## src/rtl/ff_write_arbiter.sv

```systemverilog
// Round-robin arbiter sharing one enable-gated BITS-wide register among N requesters.
// Registered enable/data/grant; hold stalls issue and freezes the rotation pointer.
module ff_write_arbiter #(
   parameter int unsigned BITS = 8,
   parameter int unsigned N    = 4
) (
   input  logic                clk,
   input  logic                reset_L,
   input  logic [N-1:0]        req,
   input  logic [N*BITS-1:0]   data_in,
   input  logic                hold,
   output logic                ff_enb,
   output logic [BITS-1:0]     ff_d,
   output logic [N-1:0]        gnt,
   output logic                busy,
   output logic [15:0]         wr_count
);

   localparam int unsigned PW = (N > 1) ? $clog2(N) : 1;
   localparam logic [PW-1:0] LAST = PW'(N - 1);

   typedef enum logic [1:0] {IDLE, GRANT, STALL} state_t;

   state_t          state, state_nx;
   logic [PW-1:0]   prio, win, idx, prio_nx;
   logic            found, issue;
   logic [BITS-1:0] win_data;
   logic [N-1:0]    win_onehot;

   // Walk N positions starting at prio, wrapping at N-1; first requester found wins.
   always_comb begin
      found = 1'b0;
      win   = '0;
      idx   = prio;
      for (int unsigned k = 0; k < N; k++) begin
         if (!found && req[idx]) begin
            found = 1'b1;
            win   = idx;
         end
         idx = (idx == LAST) ? '0 : idx + 1'b1;
      end
   end

   always_comb begin
      win_data   = '0;
      win_onehot = '0;
      for (int unsigned i = 0; i < N; i++) begin
         if (win == PW'(i)) begin
            win_data = data_in[i*BITS +: BITS];
         end
      end
      win_onehot[win] = 1'b1;
      prio_nx = (win == LAST) ? '0 : win + 1'b1;
   end

   always_comb begin
      state_nx = state;
      issue    = !hold && found;
      case (state)
         IDLE:    if (issue) state_nx = GRANT;
         GRANT:   if (hold) state_nx = STALL;
                  else if (found) state_nx = GRANT;
                  else state_nx = IDLE;
         STALL:   if (!hold) state_nx = found ? GRANT : IDLE;
         default: state_nx = IDLE;
      endcase
   end

   always_ff @(posedge clk or negedge reset_L) begin
      if (!reset_L) begin
         state    <= IDLE;
         busy     <= 1'b0;
         prio     <= '0;
         ff_enb   <= 1'b0;
         ff_d     <= '0;
         gnt      <= '0;
         wr_count <= '0;
      end else begin
         state  <= state_nx;
         busy   <= (state_nx == GRANT);
         ff_enb <= issue;
         gnt    <= issue ? win_onehot : '0;
         if (issue) begin
            ff_d     <= win_data;
            prio     <= prio_nx;
            wr_count <= wr_count + 16'd1;
         end
      end
   end

endmodule

```

## config.mk

```make
export PLATFORM = sky130hd
export DESIGN_NAME = ff_write_arbiter
export DESIGN_NICKNAME = d
export VERILOG_FILES = /design/src/rtl/ff_write_arbiter.sv
export SDC_FILE = /design/constraint.sdc
export NUM_CORES = 1
export LEC_CHECK = 0
export ABC_AREA = 1
export BUFFER_PORTS_ARGS = -buffer_cell sky130_fd_sc_hd__buf_2
export CORE_MARGIN = 1
export CORE_UTILIZATION = 55
export CTS_CLUSTER_SIZE = 20
export DETAILED_ROUTE_END_ITERATION = 12
export GPL_TIMING_DRIVEN = 0
export PLACE_DENSITY = 0.91
export SKIP_CTS_REPAIR_TIMING = 1
export SYNTH_ARGS = -nofsm -noshare
export SYNTH_HDL_FRONTEND = slang
export SYNTH_SLANG_ARGS = --single-unit
```

## constraint.sdc

```tcl
create_clock -name clk -period 4.4 [get_ports clk]
set_clock_uncertainty 0.15 [all_clocks]
set_input_delay 0.66 -clock clk [delete_from_list [all_inputs] [get_ports clk]]
set_output_delay 0.66 -clock clk [all_outputs]
set_load 0.01 [all_outputs]
```

==> results.toml <==
[logic_synthesis]
synth_top_area_cell = "dfrtp_1"
async_reset_ff_share_pct = 100
synthCells = 277
synth.most_common_cell = "nand2_1"
netlist_area_um2 = 2110
synth.top_cell.area_share_pct = 40.3
yosysSeqAreaShare_pct = 40.3
yosysWarnings = 0
synthTopCellsByArea = "dfrtp_1 (40%), nand2_1 (15%), inv_1 (5.0%)"
synth_nets = 322
synth-edff-count = 0
synth-seq-cells = 34
synthFlopType = "dfrtp_1"
yosysUniqueCellTypes = 27
syn_area_per_cell_um2 = 7.62
synth_commonest_cells = "nand2_1 (82), dfrtp_1 (34), inv_1 (28)"

[timing]
holdWs_ns = 0.275
finalHoldViolations = 0
setup_violations = 0
max_freq_ghz = 0.276
rsz0062_at_grt = "no"
fin_crit_sh_pct = 82.4
worst_pin_slew_ns = 0.730
slew_headroom_pct = 51.3
tns_ns = 0
setup_ws_ns = 0.774
maxSlewViolCount = 0
period_needed_ns = 3.63

[worst_setup_path]
worstSetupPathType = "register to register"
rrSetupSlack_ns = 0.77
cp_slowest_cell = "dfrtp_1"
cpMostUsedCell = "o21ai_0"
arrival_ns = 3.68
r2r_end = "ff_d[0]$_DFFE_PN0P_"
worst_setup_path_end_kind = "register"
cp-start-kind = "register"
worst-path-max-fanout = 10
timing.rr.start = "prio[0]$_DFFE_PN0P_"
crit_chain = "ha_1 > inv_1 > nand2_1 > o21ai_1 > o21ai_0 > nand3_1 > nand3_1 > o21ai_0 > ha_1 > clkbuf_1 > nor2_1 > a22oi_1 > o21ai_0 > mux2i_1 > o21ai_0"
cpPeakStageDelay_ns = 0.49
ff2ff_path_depth = 15
cp.required_ns = 4.46

[placement]
hpwl_um = 3630
place.gp.congestion = 0.959
port_buffers = 68
place_ws_ns = 0.804

[pwr]
vdd_ir_drop_max_mv = 0.784
switching_power_w = 0.00102
leakagePower_nw = 1.34
sw_frac_of_total_pct = 48.8
power_frac_comb_pct = 64.1
p_int_w = 0.00107
seq_power_share_pct = 24.4
p_per_area_nw_per_um2 = 805
pwr-share-clk_pct = 11.4

[clock_network]
cts-root-buf = "clkbuf_8"
cts_tree = "done"
clk_pin_slew_ns = 0.07
cts.path.max_buffers = 2
clk_latency_ns = 0.29
cts_inserted_buffers = 5
htree_levels = 2
cts_sinks = 34

[global_route]
grt_pass1_wl_um = 8270
grt_pass1_vias = 2023
grt_usage_pct = 26.2
grt_max_degree = 35
antenna_found_initial = 0
grt_overflow = 0

[routing]
drtIter0Drc = 183
routedWlPerCell_um = 11.7
ant_nets = 0
vias = 2093
vias_per_cell = 5.22
dr.pass1.iters = 4
drc_errors = 0
drt-total-wl_um = 4700

[cells_and_area]
layout.nets = 397
drive_above_1_share_pct = 25.5
area_growth_pct = 23.3
diodes = 0
fillCellCount = 308

[floorplan]
die_y_um = 64.0
core_area_um2 = 3660
io_pins = 69
dieArea_um2 = 4090
initial_utilization_pct = 57.7
rows = 22
fp.dieW_um = 64.0

[status]
status = "completed"

[flow_run]
cap_violations = 0

[hold_path]
hp-class = "primary input to asynchronous set/reset pin"
## cells by family (layout without fill, tap and decap cells)
family	count (synthesis)	in the layout	synth area share, %
buffers and inverters	39	115	8.29
and+or+nand+nor	130	130	26.1
adders and majority gates	6	6	3.55
xor gates and xnor gates	15	15	6.22
AOI/OAI and AO/OA	45	45	11.8
muxes	8	8	3.79
DFF	34	34	40.3
## registers in the layout (all words and copies together), names as in the netlist
register  flops
ff_enb        1
state         2
wr_count     16
busy          1
prio          2
ff_d          8
gnt           4
## routing by layer
layer | GRT usage, % | part of all wire, % | up-vias
met2 | 45.7 | 49 | 78
met4 | 10.5 | 1.7 | 0
li1 | - | - | 1041
met1 | 30.7 | 43 | 964
met3 | 6.25 | 5.4 | 10
met5 | 0 | 0 | -
## cell usage in the layout, fill, tap and decap left out, drive strengths merged
cell type  netlist  final
nand3           18     18
mux2i            8      8
o21a             1      1
a31oi            1      1
nand4            1      1
xor2             7      7
nor3             4      4
xnor2            8      8
a22oi            8      8
nor2            21     21
ha               6      6
nand2           86     86
clkinv           0      1
o21ai           32     32
a21oi            3      3
inv             29     29
buf              7     75
clkbuf           3     10
dfrtp           34     34
## power by group through the flow
stage	logic [W]	registers, W	clock network (W)
after floorplan	0.000982	0.000544	0
after global placement	0.00130	0.000512	0
after detailed placement	0.00134	0.000515	0
after CTS	0.00135	0.000512	0.000244
after global routing	0.00156	0.000526	0.000261
final	0.00134	0.000511	0.000240
## layout make-up
type                    instances  area [µm²]  share of cell area [%]
well taps                      48        60.1                    2.31
flip-flops and latches         34         851                    32.7
multi-input cells             204        1090                    41.7
inverters                      29         109                    4.18
plain buffers                  10        66.3                    2.55
clock buffers                   7        86.3                    3.32
clock inverters                 1        5.00                   0.192
repair buffers                 68         340                    13.1
## how the worst max path moves through the flow
| stage | startpoint | endpoint | depth (start not counted) | slack [ns] |
|---|---|---|---|---|
| 2_1_floorplan | prio[0]$_DFFE_PN0P_ | ff_d[0]$_DFFE_PN0P_ | 16 | 1.41 |
| 3_3_place_gp | prio[0]$_DFFE_PN0P_ | ff_d[7]$_DFFE_PN0P_ | 16 | 0.96 |
| 3_5_place_dp | prio[0]$_DFFE_PN0P_ | ff_d[0]$_DFFE_PN0P_ | 16 | 0.80 |
| 4_1_cts | prio[0]$_DFFE_PN0P_ | ff_d[0]$_DFFE_PN0P_ | 16 | 0.79 |
| 5_1_grt | prio[0]$_DFFE_PN0P_ | ff_d[7]$_DFFE_PN0P_ | 15 | 0.29 |
| 6_report | prio[0]$_DFFE_PN0P_ | ff_d[0]$_DFFE_PN0P_ | 15 | 0.77 |
## per-stage QoR
step / instance area (µm²) / total power (W) / std cells / utilization, %
global placement: 2510 / 0.00181 / 393 / 68.6
detailed placement: 2510 / 0.00186 / 393 / 68.6
CTS: 2600 / 0.00210 / 401 / 71.1
floorplan: 2110 / 0.00153 / 277 / -
global route: 2600 / 0.00235 / 401 / 71.1
finish: 2600 / 0.00209 / 401 / 71.1
## critical path: cells and delay by family (launching register included)
family	cells	cell delay, ns
buf+inv	2	0.38
mux	1	0.08
simple gates	4	0.78
flops	1	0.49
compound gates	6	0.95
fa+ha+maj	2	0.71
(Power assumes the default switching activity.)
